--- config.mk ---
export PLATFORM = sky130hd
export DESIGN_NAME = branch_predict_ctrl
export DESIGN_NICKNAME = d
export VERILOG_FILES = /design/src/rtl/branch_predict_ctrl.sv
export SDC_FILE = /design/constraint.sdc
export NUM_CORES = 2
export LEC_CHECK = 0
export BUFFER_PORTS_ARGS = -buffer_cell sky130_fd_sc_hd__buf_2
export CELL_PAD_IN_SITES_DETAIL_PLACEMENT = 0
export CELL_PAD_IN_SITES_GLOBAL_PLACEMENT = 1
export CORE_MARGIN = 2
export CORE_UTILIZATION = 35
export DETAILED_ROUTE_END_ITERATION = 12
export PLACE_DENSITY = 0.64
export SLEW_MARGIN = 15
export SYNTH_ARGS = -nofsm -noshare
export SYNTH_HDL_FRONTEND = slang
export SYNTH_SLANG_ARGS = --single-unit
--- constraint.sdc ---
create_clock -name clk -period 93.3 [get_ports clk]
set_input_delay 9.33 -clock clk [delete_from_list [all_inputs] [get_ports clk]]
set_output_delay 9.33 -clock clk [all_outputs]
set_load 0.03 [all_outputs]
--- src/rtl/branch_predict_ctrl.sv ---
// branch_predict_ctrl: BTB-based branch predictor with ID-stage redirect, flush and table training
//   clk, rst                         clock, asynchronous active-high reset
//   pcF -> predTakenF, predTargetF   zero-latency IF lookup
//   stallD, pcD, opCodeD,            ID-stage resolution inputs (beq=4, bne=5, j=2)
//   compResultD, targetD
//   redirectD, redirectPCD, flushD   corrective redirect on mispredict
//   mispredCount                     saturating redirect counter
module branch_predict_ctrl #(
    parameter int INDEX_BITS = 4,
    parameter int CNT_WIDTH  = 16
) (
    input  logic                 clk,
    input  logic                 rst,
    input  logic [31:0]          pcF,
    output logic                 predTakenF,
    output logic [31:0]          predTargetF,
    input  logic                 stallD,
    input  logic [31:0]          pcD,
    input  logic [5:0]           opCodeD,
    input  logic                 compResultD,
    input  logic [31:0]          targetD,
    output logic                 redirectD,
    output logic [31:0]          redirectPCD,
    output logic                 flushD,
    output logic [CNT_WIDTH-1:0] mispredCount
);
    localparam int ENTRIES = 1 << INDEX_BITS;
    localparam int TAG_W   = 30 - INDEX_BITS;

    logic                  valid_q  [ENTRIES];
    logic [TAG_W-1:0]      tag_q    [ENTRIES];
    logic [31:0]           target_q [ENTRIES];
    logic [1:0]            ctr_q    [ENTRIES];
    logic                  pred_taken_q, pred_taken_d;
    logic [31:0]           pred_target_q, pred_target_d;
    logic [CNT_WIDTH-1:0]  cnt_q, cnt_d;

    logic [INDEX_BITS-1:0] idx_f, idx_d;
    logic [TAG_W-1:0]      tag_f, tag_d;
    logic                  hit_f, hit_d, is_br, is_j, act_taken;
    logic                  entry_we, entry_valid_d;
    logic [31:0]           entry_target_d;
    logic [1:0]            entry_ctr_d;
    logic                  unused_pc_lsbs;

    assign idx_f = pcF[INDEX_BITS+1:2];
    assign tag_f = pcF[31:INDEX_BITS+2];
    assign idx_d = pcD[INDEX_BITS+1:2];
    assign tag_d = pcD[31:INDEX_BITS+2];
    assign unused_pc_lsbs = ^{pcF[1:0], pcD[1:0]};

    assign hit_f       = valid_q[idx_f] && (tag_q[idx_f] == tag_f);
    assign hit_d       = valid_q[idx_d] && (tag_q[idx_d] == tag_d);
    assign predTakenF  = hit_f && ctr_q[idx_f][1];
    assign predTargetF = predTakenF ? target_q[idx_f] : 32'd0;

    assign is_br     = (opCodeD == 6'd4) || (opCodeD == 6'd5);
    assign is_j      = (opCodeD == 6'd2);
    assign act_taken = ((opCodeD == 6'd4) && compResultD) || ((opCodeD == 6'd5) && !compResultD) || is_j;

    // Gated by rst so the outputs drop the moment reset is asserted, even with a mispredict in ID
    assign redirectD   = !rst && !stallD &&
                         (act_taken ? (!pred_taken_q || (pred_target_q != targetD)) : pred_taken_q);
    assign redirectPCD = redirectD ? (act_taken ? targetD : pcD + 32'd4) : 32'd0;
    assign flushD      = redirectD;
    assign mispredCount = cnt_q;

    assign pred_taken_d  = redirectD ? 1'b0  : (stallD ? pred_taken_q  : predTakenF);
    assign pred_target_d = redirectD ? 32'd0 : (stallD ? pred_target_q : predTargetF);
    assign cnt_d         = (redirectD && (cnt_q != '1)) ? cnt_q + 1'b1 : cnt_q;

    always_comb begin
        entry_we       = 1'b0;
        entry_valid_d  = 1'b1;
        entry_target_d = target_q[idx_d];
        entry_ctr_d    = ctr_q[idx_d];
        if (!stallD) begin
            if (is_j) begin
                entry_we       = 1'b1;
                entry_target_d = targetD;
                entry_ctr_d    = 2'd3;
            end else if (is_br && hit_d) begin
                entry_we       = 1'b1;
                entry_target_d = act_taken ? targetD : target_q[idx_d];
                entry_ctr_d    = act_taken ? ctr_q[idx_d] + {1'b0, ctr_q[idx_d] != 2'd3}
                                           : ctr_q[idx_d] - {1'b0, ctr_q[idx_d] != 2'd0};
            end else if (is_br && act_taken) begin
                entry_we       = 1'b1;
                entry_target_d = targetD;
                entry_ctr_d    = 2'd2;
            end else if (!is_br && hit_d) begin
                // A non-branch that hits is an alias; drop the entry so it stops predicting
                entry_we       = 1'b1;
                entry_valid_d  = 1'b0;
            end
        end
    end

    always_ff @(posedge clk or posedge rst) begin
        if (rst) begin
            for (int i = 0; i < ENTRIES; i++) begin
                valid_q[i]  <= 1'b0;
                tag_q[i]    <= '0;
                target_q[i] <= '0;
                ctr_q[i]    <= 2'd1;
            end
            pred_taken_q  <= 1'b0;
            pred_target_q <= '0;
            cnt_q         <= '0;
        end else begin
            if (entry_we) begin
                valid_q[idx_d]  <= entry_valid_d;
                tag_q[idx_d]    <= tag_d;
                target_q[idx_d] <= entry_target_d;
                ctr_q[idx_d]    <= entry_ctr_d;
            end
            pred_taken_q  <= pred_taken_d;
            pred_target_q <= pred_target_d;
            cnt_q         <= cnt_d;
        end
    end
endmodule
==> impl_metrics.csv <==
group,metric,value,unit
floorplan,initial_core_util,35.3,%
critical_path,crit_fanout,97,
synthesis,synth-compound-area-share,3.31,%
synthesis,ys.flop_type,"dfrtp_1",
critical_path,rr_endpoint,"tag_q[352]",
critical_path,slowest_delay,0.90,ns
synthesis,synth_top_family_by_area,"multiplexers",
layout,final_common_cell,"dfrtp_1",
grt,grt_pass1_vias,36300,
layout,multi_input_area,28700,um^2
clocking,cts_resized,0,
critical_path,cp.buffers_inverters,6,
floorplan,fp.dieArea,166000,um^2
synthesis,yosysSeqAreaShare,45.1,%
synthesis,syn_area,56900,um^2
detailed_routing,finalWirelength,185000,um
placement,place_area,58900,um^2
critical_path,rrSetupSlack,87.03,ns
synthesis,ys_async_sr_fraction,100,%
critical_path,cp.required,83.97,ns
clocking,worstSkewPairLatency,0.77,ns
placement,globalplace.congestion,0.816,
timing,setup-tns-final,0,ns
critical_path,rr_worst_depth,11,
synthesis,synth_mux_area_share,41.7,%
timing,rsz0062_at_grt,"false",
detailed_routing,wl_per_cell,30.7,um
synthesis,synthXorXnorAreaFrac,1.97,%
synthesis,syn-num-nets,3906,
placement,numPortBuffers,186,
detailed_routing,post-route-drc-count,0,
timing,relSlewSlack,20.7,%
critical_path,path_delay_family,"buffers and inverters",
clocking,clockBufferDepth,3,
grt,track_usage,22.2,%
critical_path,cp_num_cells,12,
clocking,htreeDepth,3,
flow_run,drv_cap,0,
grt,grt_pass1_wl,271000,um
timing,worst-slew-pin-transition,1.19,ns
floorplan,fp.dieH,407,um
timing,hold_viol,0,
synthesis,synth_cell_type_count,73,
floorplan,die_w,407,um
synthesis,yosysTopAreaCell,"dfrtp_1",
clocking,cts_hold_buf,0,
timing,setup_violations,0,
critical_path,slowest_stage,"buf_4",
synthesis,synth-warning-count,0,
synthesis,synth_edf_count,0,
clocking,cts_tree,"done",
detailed_routing,dr.pass1.iters,5,
timing,period_share,25.3,%
layout,layout_common_cells,"dfrtp_1 (1,009), mux4_2 (530), mux2_2 (456)",
clocking,clkSinkCount,1025,
detailed_routing,vias_per_cell,5.89,
layout,fillers,15100,
detailed_routing,drt_iter0_markers,2959,
critical_path,end_kind,"output port",
critical_path,crit_chain,"buf_8, buf_12, buf_4, a31oi_1, mux4_2, o21ai_0, nand4_1, nor4_2, buf_4, nand2_1, inv_1, buf_2",
synthesis,syn_inst,3794,
detailed_routing,ant_nets,0,
critical_path,regToRegStartpoint,"tag_q[149]",
synthesis,synth_simple_gate_area_share,3.26,%
clocking,post_cts.repair.setup_buffers,0,
floorplan,io_pins,189,
min_path,hold_depth,1,
grt,grt_max_degree,175,
layout,area_growth,10.5,%
status,status,"completed",
timing,finClkSkew,0.101,ns
synthesis,avgSynthCellArea,15.0,um^2
power_and_ir_drop,ir_drop,0.0158,mV
critical_path,crit_end,"predTakenF",
clocking,cts_buffers,116,
synthesis,synth-seq-cells,1025,
power_and_ir_drop,powerDensity,16.1,nW/um^2
grt,grt-ovfl-total,0,
timing,period_needed,23.63,ns
layout,regArea,25700,um^2
critical_path,startpoint,"pcF[2]",
critical_path,cp.arrival,14.30,ns
power_and_ir_drop,p_leak,28.8,nW
synthesis,netlist.area_leader.share,44.4,%
timing,fmax,0.0423,GHz
floorplan,core_area,161000,um^2
synthesis,synth_fa_ha_area_share,0.132,%
layout,design_area,62900,um^2
clocking,cts-root-buf,"clkbuf_16",
clocking,clkSlewWorstSetupHoldPaths,0.06,ns
layout,drive_gt1_share,39.5,%
timing,maxSlewViolCount,0,
synthesis,synthTopCellsByArea,"dfrtp_1 (44%), mux4_2 (21%), mux2_2 (9.0%)",
grt,antenna_found_initial,18,
min_path,min_path_type,"reg -> reg",
floorplan,rows,147,
layout,nNetsFinal,3903,
layout,antenna_cells,0,
detailed_routing,vias,35600,
critical_path,crit_type,"in -> out",
critical_path,start_kind,"input port",
placement,dp.final_hpwl,111000,um
critical_path,cp_common_cell,"buf_4",
[metal layers]
layer	track usage, %	vias up	share of wire, %
met2	34.0	1202	46
met4	4.69	10	2.2
met1	32.4	19600	45
met3	4.70	258	7.0
met5	0	-	0.031
li1	-	14600	-
[state kept, by name, summed over array words and instances, names as in the netlist]
name,cells
pred_target_q,32
ctr_q,32
mispredCount,16
valid_q,16
tag_q,416
pred_taken_q,1
target_q,512
[how the worst min path moves through the flow]
stage / start / end / slack, ns
after floorplan: tag_q[321] / tag_q[321] / 0.46
after global placement: mispredCount[5] / mispredCount[5] / 0.47
after detailed placement: mispredCount[5] / mispredCount[5] / 0.48
after CTS: mispredCount[5] / mispredCount[5] / 0.49
after global routing: tag_q[37] / tag_q[37] / 0.52
final: mispredCount[5] / mispredCount[5] / 0.49
[power by group]
part           switching, mW  internal, mW
clock                  0.199         0.279
sequential           0.00472         0.451
combinational         0.0505        0.0265
total                  0.254         0.756
[area by class of cell]
cell class | count | area share [%]
Inverter | 36 | 0.227
Multi-Input combinational cell | 2357 | 45.7
Sequential cell | 1025 | 40.8
Clock inverter | 38 | 0.816
Timing Repair Buffer | 255 | 2.53
Clock buffer | 177 | 5.57
Tap cell | 2160 | 4.30
[synthesized netlist by cell type (4+ instances only)]
library cell and instances:
dfrtp_1 1009, mux4_2 530, mux2_2 456, mux2_1 417
clkbuf_1 188, nand2_1 135, mux2i_1 106, o21ai_0 78
xnor2_1 72, nor2_1 63, mux2_4 59, xor2_1 56
and3_1 52, buf_2 49, nand3_1 41, a22o_1 40
buf_4 39, buf_1 38, buf_12 36, a211oi_1 29
inv_1 28, buf_6 19, nand4_1 18, nor2b_1 17
o21ai_1 17, dfstp_2 16, a21oi_1 15, a22oi_1 15
nor3_1 15, a221oi_1 12, nor4_1 11, a31oi_1 7
buf_8 7, clkinv_1 7, o22ai_1 7, ha_1 6
o211ai_1 6, or3_1 6, nand2b_1 5, o2bb2ai_1 5
and2_1 4, o21a_1 4, o32a_1 4
[worst reg2reg max path, stage by stage, from the launching register on]
cell,delay (ns)
dfrtp_1,0.39
mux4_2,0.48
mux2i_1,0.20
xnor2_1,0.20
o32a_1,0.38
nor4_1,0.62
nand4_1,0.54
or2_1,0.42
o21ai_2,0.71
and3_4,0.93
buf_4,0.81
mux2_1,0.40
[kinds of logic after synthesis]
logic type	Yosys count
AO/OA/AOI/OAI	273
XOR/XNOR	128
adder cells (fa/ha/maj)	6
buffers and inverters	412
flip-flops	1025
multiplexers	1568
AND/OR/NAND/NOR	382
[per-stage QoR]
step           total power, mW  util (%)  hold slack [ns]  setup slack, ns  instances
2_1_floorplan            0.513         -            0.459            55.15       3794
3_3_place_gp             0.541      36.6            0.473            69.47       5833
3_5_place_dp             0.541      36.6            0.478            69.53       5833
4_1_cts                   1.02      39.1            0.491            69.52       6048
5_1_grt                   1.04      39.1            0.518            69.25       6048
6_report                  1.01      39.1            0.489            69.67       6048
(Power assumes the default switching activity.)
